**src/rtl/add64_seq_pkg.sv**
```systemverilog
// Shared definitions for the chunk-serial add/sub unit: slice width,
// FSM state encoding and the chunk-index width helper.
package add64_seq_pkg;

  localparam int CHUNK_W = 16;

  typedef enum logic [1:0] {
    IDLE = 2'b00,
    RUN  = 2'b01,
    DONE = 2'b10
  } state_t;

  // A single-chunk configuration still needs a 1-bit index register.
  function automatic int idx_w(input int n);
    return (n > 1) ? $clog2(n) : 1;
  endfunction

endpackage

```
**src/rtl/cla_16bit.sv**
```systemverilog
// 16-bit carry-lookahead adder: four 4-bit lookahead groups tied together
// by a second level of the same 4-bit lookahead logic. Purely combinational.
module cla_16bit
  import add64_seq_pkg::*;
(
  input  logic [CHUNK_W-1:0] a,
  input  logic [CHUNK_W-1:0] b,
  input  logic               ci,
  output logic [CHUNK_W-1:0] s,
  output logic               co
);

  localparam int NGRP = CHUNK_W / 4;

  // Carries into each of four positions, given propagate/generate and carry-in.
  function automatic logic [3:0] cla4_carry(input logic [3:0] p,
                                            input logic [3:0] g,
                                            input logic       c0);
    logic [3:0] c;
    c[0] = c0;
    c[1] = g[0] | (p[0] & c0);
    c[2] = g[1] | (p[1] & g[0]) | (p[1] & p[0] & c0);
    c[3] = g[2] | (p[2] & g[1]) | (p[2] & p[1] & g[0]) | (p[2] & p[1] & p[0] & c0);
    return c;
  endfunction

  // Group propagate (bit 1) and group generate (bit 0) of four positions.
  function automatic logic [1:0] cla4_pg(input logic [3:0] p,
                                         input logic [3:0] g);
    logic grp_p;
    logic grp_g;
    grp_p = &p;
    grp_g = g[3] | (p[3] & g[2]) | (p[3] & p[2] & g[1]) | (p[3] & p[2] & p[1] & g[0]);
    return {grp_p, grp_g};
  endfunction

  logic [CHUNK_W-1:0] bit_p;
  logic [CHUNK_W-1:0] bit_g;
  logic [CHUNK_W-1:0] bit_c;
  logic [NGRP-1:0]    grp_p;
  logic [NGRP-1:0]    grp_g;
  logic [NGRP-1:0]    grp_c;
  logic [1:0]         top_pg;

  assign bit_p = a ^ b;
  assign bit_g = a & b;

  always_comb begin
    grp_p = '0;
    grp_g = '0;
    for (int j = 0; j < NGRP; j++) begin
      {grp_p[j], grp_g[j]} = cla4_pg(bit_p[4*j +: 4], bit_g[4*j +: 4]);
    end
  end

  assign grp_c  = cla4_carry(grp_p, grp_g, ci);
  assign top_pg = cla4_pg(grp_p, grp_g);
  assign co     = top_pg[0] | (top_pg[1] & ci);

  always_comb begin
    bit_c = '0;
    for (int j = 0; j < NGRP; j++) begin
      bit_c[4*j +: 4] = cla4_carry(bit_p[4*j +: 4], bit_g[4*j +: 4], grp_c[j]);
    end
  end

  assign s = bit_p ^ bit_c;

endmodule

```
**src/rtl/add64_seq.sv**
```systemverilog
// Chunk-serial W-bit adder/subtractor: one shared 16-bit CLA slice processes
// one chunk per cycle, LSB first, with a valid/ready handshake on both sides.
module add64_seq
  import add64_seq_pkg::*;
#(
  parameter  int NCHUNK  = 4,
  parameter  int CHUNK_W = 16,
  localparam int W       = 16 * NCHUNK
) (
  input  logic         clk,
  input  logic         rst_n,
  input  logic         in_valid,
  output logic         in_ready,
  input  logic [W-1:0] a,
  input  logic [W-1:0] b,
  input  logic         sub,
  output logic         out_valid,
  input  logic         out_ready,
  output logic [W-1:0] sum,
  output logic         cout,
  output logic         ovf
);

  localparam int KW = idx_w(NCHUNK);

  state_t         state;
  state_t         state_nxt;
  logic [KW-1:0]  k;
  logic           carry;
  logic [W-1:0]   a_q;
  logic [W-1:0]   b_q;
  logic [W-1:0]   sum_q;
  logic           cout_q;
  logic           ovf_q;
  logic           accept;
  logic           step;
  logic           last;

  logic [CHUNK_W-1:0] a_chunk;
  logic [CHUNK_W-1:0] b_chunk;
  logic [CHUNK_W-1:0] s_chunk;
  logic               co_chunk;

  assign last = (k == KW'(NCHUNK - 1));

  // Handshake outputs decode from state only, never from in_valid/out_ready.
  always_comb begin
    state_nxt = state;
    in_ready  = 1'b0;
    out_valid = 1'b0;
    accept    = 1'b0;
    step      = 1'b0;
    case (state)
      IDLE: begin
        in_ready = 1'b1;
        if (in_valid) begin
          accept    = 1'b1;
          state_nxt = RUN;
        end
      end
      RUN: begin
        step = 1'b1;
        if (last) state_nxt = DONE;
      end
      DONE: begin
        out_valid = 1'b1;
        if (out_ready) state_nxt = IDLE;
      end
      default: state_nxt = IDLE;
    endcase
  end

  always_ff @(posedge clk or negedge rst_n) begin
    if (!rst_n) state <= IDLE;
    else        state <= state_nxt;
  end

  // B is stored already inverted for subtract, so the slice only ever adds.
  always_ff @(posedge clk) begin
    if (accept) begin
      a_q <= a;
      b_q <= sub ? ~b : b;
    end
  end

  assign a_chunk = a_q[CHUNK_W*k +: CHUNK_W];
  assign b_chunk = b_q[CHUNK_W*k +: CHUNK_W];

  cla_16bit u_cla (
    .a  (a_chunk),
    .b  (b_chunk),
    .ci (carry),
    .s  (s_chunk),
    .co (co_chunk)
  );

  // Carry-in of every request is reloaded from sub, so no carry leaks across requests.
  always_ff @(posedge clk or negedge rst_n) begin
    if (!rst_n) begin
      k      <= '0;
      carry  <= 1'b0;
      sum_q  <= '0;
      cout_q <= 1'b0;
      ovf_q  <= 1'b0;
    end else if (accept) begin
      k     <= '0;
      carry <= sub;
    end else if (step) begin
      sum_q[CHUNK_W*k +: CHUNK_W] <= s_chunk;
      carry <= co_chunk;
      k     <= k + KW'(1);
      if (last) begin
        cout_q <= co_chunk;
        ovf_q  <= (a_q[W-1] == b_q[W-1]) & (s_chunk[CHUNK_W-1] != a_q[W-1]);
      end
    end
  end

  assign sum  = sum_q;
  assign cout = cout_q;
  assign ovf  = ovf_q;

endmodule

```
**config.mk**
```make
export PLATFORM = sky130hd
export DESIGN_NAME = add64_seq
export DESIGN_NICKNAME = d
export VERILOG_FILES = /design/src/rtl/add64_seq_pkg.sv /design/src/rtl/cla_16bit.sv /design/src/rtl/add64_seq.sv
export SDC_FILE = /design/constraint.sdc
export NUM_CORES = 1
export LEC_CHECK = 0
export ABC_AREA = 0
export BUFFER_PORTS_ARGS = -buffer_cell sky130_fd_sc_hd__clkbuf_2
export CORE_UTILIZATION = 30
export DETAILED_ROUTE_END_ITERATION = 7
export SYNTH_ARGS = -nofsm -noshare
export SYNTH_HDL_FRONTEND = slang
export SYNTH_HIERARCHICAL = 1
export SYNTH_SLANG_ARGS = --single-unit
```
**constraint.sdc**
```tcl
create_clock -name clk -period 3.8 [get_ports clk]
set_input_delay 0.57 -clock clk [delete_from_list [all_inputs] [get_ports clk]]
set_output_delay 0.57 -clock clk [all_outputs]
set_load 0.01 [all_outputs]
```
* After elaboration in Yosys (flattened, before gate mapping)
Cells that the tools add are included.
Cells by class: equality and inequality tests 8, muxes and demuxes 15, $add $sub $neg 2, $mul 0, reductions and logical operators 10, bitwise operators 123, divide/modulo/power cells 0, $lt $le $gt $ge 0, shift operators 4
Operator list (count):
- 64-bit by 7-bit indexed part select with 16-bit output | 2
- 1-bit AND | 72
- 64-bit bitwise mux | 1
- 64-bit two-way mux | 1
- 64-bit inverter | 1
- 16-bit by 34-bit variable shift with 64-bit output (first input constant) | 1
- 16-bit by 34-bit indexed part select with 64-bit output | 1
- 1-bit OR | 46
- 6-bit negation with 34-bit output | 1
- 16-bit bitwise XOR | 2
- 16-bit AND | 1
- 16-bit AND reduction | 1
- 4-bit AND reduction | 4
- 2-bit two-way mux | 5
- 1-bit two-way mux | 7
- 2-bit != test (second input constant) | 3
- 2-bit one-hot mux with 3 select lines | 1
- 3-bit AND reduction | 2
- 2-bit == test (second input constant) | 2
- 2-bit by 1-bit adder with 2-bit output (second input constant) | 1
- 2-bit by 1-bit == test with 1-bit output (second input constant) | 1
- 2-bit zero test | 1
- 2-bit AND reduction | 1
- 2-bit nonzero test | 1
- 3 further kinds | 3
Storage, ports and cells: memories 0, flip-flop bits (word level) 199, ROM bits 0, bits in latches 0, bits of input ports 133, RAM bits 0

* Logic depth before layout (Yosys ltp)
Gate-level depths: netlist of the first run.
depth in word-level cells 15, mapped depth 14, mapped depth without buffers 12

* Hierarchy
Netlist of the first run, hierarchy kept.
Modules (own cells, without submodules):
- add64_seq | area an instance 8050.2 sq um, times used 1, seq. area each 5620.4 sq um, cells an instance 494
- cla_16bit | area an instance 650.6 sq um, times used 1, seq. area each 0.0 sq um, cells an instance 72

* Worst setup path before layout of the first run
No wires, ideal clock.
path kind register -> register, from reg state[0], to reg a_q[0], enable pin, setup time 0.502 ns, path buffers 1, stages on the path, launching flop included 4, arrival 3.700 ns, path slack -0.402 ns, cell sequence dfrtp_1 > buf_4 > nor2_1 > and2_1
Between the ends: word-level cells in the longest chain between the ends 2
RTL lines:
- from (decl) | line add64_seq.sv:26 | state_t state;
- from (signal assigned) | line add64_seq.sv:75 | else state <= state_nxt;
- 2-bit zero test | line add64_seq.sv:53 | case (state)
- 1-bit two-way mux | line add64_seq.sv:53
- net accept | line add64_seq.sv:35 | logic accept;
- to (signal assigned) | line add64_seq.sv:81 | a_q <= a;
- to (decl) | line add64_seq.sv:30 | logic [W-1:0] a_q;
The timed path passes the listed nets, and every way through them passes these cells. A chain may end at the register's enable or synchronous reset.

* Final worst setup path of the first run
from reg k[0], to reg sum_q[61] (netlist: sum[61])
Between the ends: elaborated cells between the ends (all ways) 111
RTL lines:
- from (decl) | line add64_seq.sv:28 | logic [KW-1:0] k;
- from (signal assigned) | line add64_seq.sv:111 | k <= k + KW'(1);
- 64-bit by 7-bit indexed part select with 16-bit output (*) | line add64_seq.sv:86 | assign a_chunk = a_q[CHUNK_W*k +: CHUNK_W];
- net a_chunk[1] | line add64_seq.sv:39 | logic [CHUNK_W-1:0] a_chunk;
- 16-bit AND / 16-bit bitwise XOR (equally long branches) | line cla_16bit.sv:46, cla_16bit.sv:45
- 1-bit AND | line cla_16bit.sv:33 | grp_g = g[3] | (p[3] & g[2]) | (p[3] & p[2] & g[1]) | (p[3] & p[2] & p[1] & g[0]);
- 1-bit OR / 1-bit AND (equally long branches) | line cla_16bit.sv:33
- 1-bit OR | line cla_16bit.sv:33
- 1-bit AND | line cla_16bit.sv:23 | c[3] = g[2] | (p[2] & g[1]) | (p[2] & p[1] & g[0]) | (p[2] & p[1] & p[0] & c0);
- 1-bit OR | line cla_16bit.sv:23
- 1-bit OR (*) | line cla_16bit.sv:23
- 1-bit AND (*) | line cla_16bit.sv:21 | c[1] = g[0] | (p[0] & c0);
- 1-bit OR (*) | line cla_16bit.sv:21
- 16-bit bitwise XOR (*) | line cla_16bit.sv:67 | assign s = bit_p ^ bit_c;
- net s_chunk[13] | line add64_seq.sv:41 | logic [CHUNK_W-1:0] s_chunk;
- 16-bit by 34-bit indexed part select with 64-bit output (*) | line add64_seq.sv:109 | sum_q[CHUNK_W*k +: CHUNK_W] <= s_chunk;
- 64-bit bitwise mux (*) | line add64_seq.sv:109
- to (signal, indexed assignment) | line add64_seq.sv:109
- to (decl) | line add64_seq.sv:32 | logic [W-1:0] sum_q;
Mark *: on every way through the listed nets, which the timed path passes. The rest lies on a longest branch.

==> flow_summary.toml, run 1 <==
[synthesis]
yosysUniqueCellTypes = 50
synth_compound_area_frac = 0.0781
synth_flop_cell = "edfxtp_1"
postSynth.asyncResetShare = 0.357
synthCells = 566
synthMuxAreaShare = 0.0853
synthTopCellsByCount = "edfxtp_1, nand2_1, dfrtp_1"
yosysSeqAreaShare = 0.646
synth-simple-area-share = 0.0532
syn_avg_cell_area_um2 = 15.4
synth_top_area_frac = 0.442
netlist_area_um2 = 8700
ys_top_cells_by_area = "edfxtp_1, dfrtp_1, mux4_2, xor2_1, nand2_1"
yosys.area.top_type = "edfxtp_1"
synthAdderAreaFrac = 0.0394
synth_fp_nets = 724
yosysWarningCount = 6
synth_top_family_by_area = "multiplexers"
synth-xor-area-share = 0.0765
synth-edff-count = 128
ys_seq_elements = 199
synth.most_common_cell = "edfxtp_1"

[critical_path]
path_class = "reg -> reg"
arrival_ns = 3.82
cp-end-kind = "flip-flop"
critPathMaxFanout = 11
startpoint_type = "flip-flop"
cp.required_ns = 4.14

[layout]
instances_no_fill = 1162
seq_area_um2 = 5630
multi_input_area_um2 = 2900
final_nets = 929
drive_gt1_frac = 0.386
diodes = 0
synthToLayoutAreaGrowth_pct = 24.4
layout.filler_cells = 2692

[floorplan]
start_util = 0.309
core_um2 = 28200
rows = 61
die_area_um2 = 29700
dieHeight_um = 172
die_x_um = 172
io_pins = 201

[cts]
cts_num_sinks = 199
cts.path.max_buffers = 2
numCtsBuffers = 17
clock_latency_ns = 0.43
root_buffer = "clkbuf_16"
cts_max_level = 4
clk_pin_slew_ns = 0.07
tritoncts = "done"
cts_hold_buf = 0

[timing]
fmax_mhz = 287
skew_ns = 0.0154
final-setup-viol-count = 0
hold_violations = 0
period_share = 0.917
timing.hold.ws_ns = 0.221
finalWorstSetupSlack_ns = 0.315
min_period_ns = 3.48
final-max-slew-violation-count = 0
rsz0062_at_grt = "false"
max_slew_margin = 0.443
fin_setup_tns_ns = 0
tightest_slew_ns = 0.833

[global_route]
grt_pass1_wl_mm = 30.5
antenna_found_initial = 0
gr-usage-all-layers = 0.143
gr-total-overflow = 0
grt_pass1_vias = 5254
grt_max_degree = 64

[pwr]
p_leak_nw = 4.53
vdd_drop_max_mv = 0.437
power_density_nw_per_um2 = 892

[place]
finalWeightedCongestion = 0.761
dp_cells = 1130
dp_slack_ns = 0.224
hpwl_mm = 15.4
io_buffer_count = 200

[routing]
antenna_left = 0
wl_per_cell_um = 17.5
drc = 0
firstDrtPassIters = 4
vias = 5181
routed_wl_mm = 20.4
drt_iter0_markers = 305
vias_per_cell = 4.46

[run_status]
status = "finished, final reports clean"

[job]
cap_violations = 0

[worst_hold_path]
hold_class = "in -> async"
==> report_power, final <==
part / internal, mW / switching (mW)
combinational: 1.74 / 2.67
sequential: 2.96 / 0.351
clock: 1.07 / 0.858
total: 5.77 / 3.88
==> routing by layer <==
metal / vias up / global-route usage / share of wire
li1: 2497 / - / -
met1: 2491 / 0.198 / 0.48
met2: 176 / 0.216 / 0.45
met3: 17 / 0.0362 / 0.059
met4: 0 / 0.0496 / 0.014
met5: - / 0 / 0
==> placed cells by master, fill, tap and decap left out, types with 2 or more instances in the layout <==
cell       instances
a21o_1             3
a21oi_1            9
a22o_1            26
a22o_2             7
a31oi_1            2
and3_1             2
buf_12             2
buf_4             15
bufinv_16          3
clkbuf_16         17
clkbuf_2         198
dfrtp_1           69
edfxtp_1         128
fa_1               4
ha_1              21
inv_1             11
inv_6              4
inv_8              4
mux4_2            32
nand2_1           72
nand2b_1           2
nand3_1            3
nand3b_1           3
nor2_1             3
o21ai_0           34
o21bai_1           3
xnor2_1            7
xor2_1            69
==> cell type report <==
cell class              count  share of cell area
multi-input cells         326               0.268
well taps                 378              0.0437
inverters                  11             0.00382
clock inverters            15              0.0191
flip-flops and latches    199               0.520
repair buffers            216               0.106
clock buffers              17              0.0393
==> worst max-delay path, stage by stage, from the launching register on <==
cell and delay [ns]:
dfrtp_4 0.57, mux4_2 0.54, ha_1 0.35, o21ai_0 0.26
o21bai_2 0.13, a21oi_2 0.22, o211ai_4 0.15, a21boi_2 0.19
o21bai_1 0.10, fa_1 0.38, xor2_1 0.30, nand2_1 0.08
o21ai_0 0.14
==> logic make-up after synthesis <==
group / after synthesis
xor+xnor: 76
fa+ha+maj: 25
simple gates: 97
compound gates: 94
flops: 199
mux: 34
buf+inv: 41
==> worst paths after layout <==
path	from	end	slack, ns	cells past startpoint
worst min register to register	sum[50]	sum[50]	0.48	2
worst max register to register	k[0]	sum[61]	0.32	12
max in group asynchronous	rst_n	sum[10]	2.76	2
worst min-delay path	rst_n	sum[1]	0.22	1
min in group clk	a[23]	a_q[23]	0.31	1
worst max-delay path	k[0]	sum[61]	0.32	12
==> sequential cells by signal, summed over array words and instances, names as in the netlist <==
signal,cells
a_q,64
b_q,64
carry,1
cout,1
k,2
ovf,1
state,2
sum,64
==> through the flow <==
stage               power (mW)  cell area, um^2   util
global placement          7.75            10200  0.362
finish                    9.65            10800  0.384
global route              10.3            10800  0.384
detailed placement        7.83            10200  0.362
CTS                       9.78            10800  0.384
floorplan                 6.16             8700      -
==> what timing repair did <==
item	in CTS	in global routing
endpoints found under the setup margin	0	1
resized for setup	0	1
endpoints found under the hold margin	0	0
setup buffers	0	0
Power figures use the tool's default switching activity.
==> run 2, diff against run 1 <==
--- a/config.mk
+++ b/config.mk
@@ -9,6 +9,7 @@
 export BUFFER_PORTS_ARGS = -buffer_cell sky130_fd_sc_hd__clkbuf_2
 export CORE_UTILIZATION = 30
 export DETAILED_ROUTE_END_ITERATION = 7
+export RECOVER_POWER = 50
 export SYNTH_ARGS = -nofsm -noshare
 export SYNTH_HDL_FRONTEND = slang
 export SYNTH_HIERARCHICAL = 1
==> run 2 against run 1 <==
  * Largest cell class unchanged
  * Critical path type unchanged
  * Die area unchanged
  * Highest routed layer unchanged
  * Combinational power about the same
  * Clock skew up 0.00066 ns
  * The flow now finishes with violations (capacitance limit, slew limit)
  * Final area decreased by 0.64%
  * Worst hold slack gained 0.084 ns
  * Via count fell by 0.41%
  * Cell count stayed put
  * Register-to-register slack hardly changed
  * First-iteration DRC count shrank 0.98%
  * Global-route usage unchanged
  * Count of clock-buffer cells in the layout unchanged
  * Total power fell by 0.33%
==> flow_summary.toml, run 2 (synthesized netlist as in run 1, its figures left out) <==
[run_status]
status = "finished, violations left"
violations = "capacitance limit, slew limit"

[critical_path]
max_stage_delay_ns = 0.57
crit_chain = "mux4_2, ha_1, o21ai_0, o21bai_2, a21oi_2, o211ai_4, a21boi_2, o21bai_1, fa_1, xor2_1, nand2_1, o21ai_0"
r2r_cells = 12
startpoint_type = "flip-flop"
ff2ff_setup_slack_ns = 0.32
cp-end-kind = "flip-flop"
critPathSlowestCell = "dfrtp_4"
r2r-start = "k[0]"
cp.required_ns = 4.14
cp_common_cell = "o21ai_0"
arrival_ns = 3.82
path_class = "reg -> reg"
critPathMaxFanout = 11
reg2reg_to = "sum[61]"

[timing]
fmax_mhz = 287
hold_violations = 0
tightest_slew_ns = 3.27
final-max-slew-violation-count = 88
skew_ns = 0.0161
finalWorstSetupSlack_ns = 0.319
rsz0062_at_grt = "false"
timing.hold.ws_ns = 0.305
min_period_ns = 3.48
max_slew_margin = -1.18
period_share = 0.916
fin_setup_tns_ns = 0
final-setup-viol-count = 0

[worst_hold_path]
holdPathStages = 1
min_to = "a_q[23]"
hold_class = "in -> reg"
min_from = "a[23]"

[floorplan]
die_x_um = 172
rows = 61
core_um2 = 28200
io_pins = 201
dieHeight_um = 172
start_util = 0.309
die_area_um2 = 29700

[global_route]
antenna_found_initial = 0
grt_pass1_vias = 5254
gr-total-overflow = 0
grt_max_degree = 64
gr-usage-all-layers = 0.143
grt_pass1_wl_mm = 30.5

[routing]
routed_wl_mm = 20.4
vias_per_cell = 4.44
drt_iter0_markers = 302
vias = 5160
wl_per_cell_um = 17.6
drc = 0
antenna_left = 0
firstDrtPassIters = 4

[place]
io_buffer_count = 200
dp_slack_ns = 0.224
hpwl_mm = 15.4
finalWeightedCongestion = 0.761
dp_cells = 1130

[layout]
drive_gt1_frac = 0.329
instances_no_fill = 1162
multi_input_area_um2 = 2900
final_nets = 929
final_core_util = 0.382
layout.filler_cells = 2718
diodes = 0
synthToLayoutAreaGrowth_pct = 23.6
layout_common_cells = "clkbuf_2, edfxtp_1, nand2_1, xor2_1, dfrtp_1"
mostFrequentLayoutCell = "clkbuf_2"
seq_area_um2 = 5630

[job]
cap_violations = 2

[cts]
cts_max_level = 4
root_buffer = "clkbuf_16"
clk_pin_slew_ns = 0.08
tritoncts = "done"
numCtsBuffers = 17
cts.path.max_buffers = 2
clock_latency_ns = 0.43
cts_num_sinks = 199
postCtsSetupBuffers = 0

[pwr]
p_int_mw = 5.73
vdd_drop_max_mv = 0.437
seqPwrFrac = 0.344
combPwrFrac = 0.455
switching_share = 0.404
power_density_nw_per_um2 = 894
power_switching_mw = 3.89
p_leak_nw = 4.38
p_clk_frac = 0.201
==> run 2: changes by cell type in the layout (fill, tap and decap cells not counted), sizes merged <==
cell	before	now
buf	18	12
clkbuf	215	221
==> run 2: how the worst max path moves through the flow <==
stage                     from  endpoint  slack (ns)  cells after the start
final                     k[0]   sum[61]        0.32                     12
after global routing      k[0]   sum[61]        0.07                     12
after CTS                 k[0]   sum[61]        0.21                     12
after detailed placement  k[0]   sum[61]        0.22                     12
after global placement    k[0]   sum[61]        0.31                     12
after floorplan           k[0]   sum[45]        0.34                     13
==> run 2: stage by stage <==
step	cell area (um^2)	total power [mW]
2_1_floorplan	8700	6.16
3_3_place_gp	10200	7.75
3_5_place_dp	10200	7.83
4_1_cts	10800	9.78
5_1_grt	10800	10.3
6_report	10800	9.62
==> run 2: power groups by stage <==
stage                     clock (mW)  sequential (mW)  combinational, mW
final                           1.93             3.31               4.38
after CTS                       1.98             3.32               4.48
after detailed placement           0             3.37               4.47
after floorplan                    0             3.35               2.81
after global placement             0             3.35               4.40
after global routing            2.06             3.39               4.82
==> run 2: repair_timing <==
action,4_1_cts,5_1_grt
hold buffers,0,0
setup endpoints to repair,0,1
resized for setup,0,1
==> run 2: critical path: cells and delay by family (launching register included) <==
family / cells / cell delay [ns]
AO/OA/AOI/OAI: 7 / 1.19
adder cells (fa/ha/maj): 2 / 0.73
flip-flops: 1 / 0.57
multiplexers: 1 / 0.54
XOR/XNOR: 1 / 0.29
AND/OR/NAND/NOR: 1 / 0.08
==> run 2: layout make-up <==
class,count,area share
flip-flops and latches,199,0.523
multi-input cells,326,0.270
repair buffers,216,0.100
well taps,378,0.0440
clock buffers,17,0.0396
clock inverters,15,0.0192
inverters,11,0.00384
==> run 2: layer usage <==
layer,global-route usage,part of all wire
met1,0.198,0.48
met2,0.216,0.45
met3,0.0362,0.061
met4,0.0496,0.014
met5,0,0
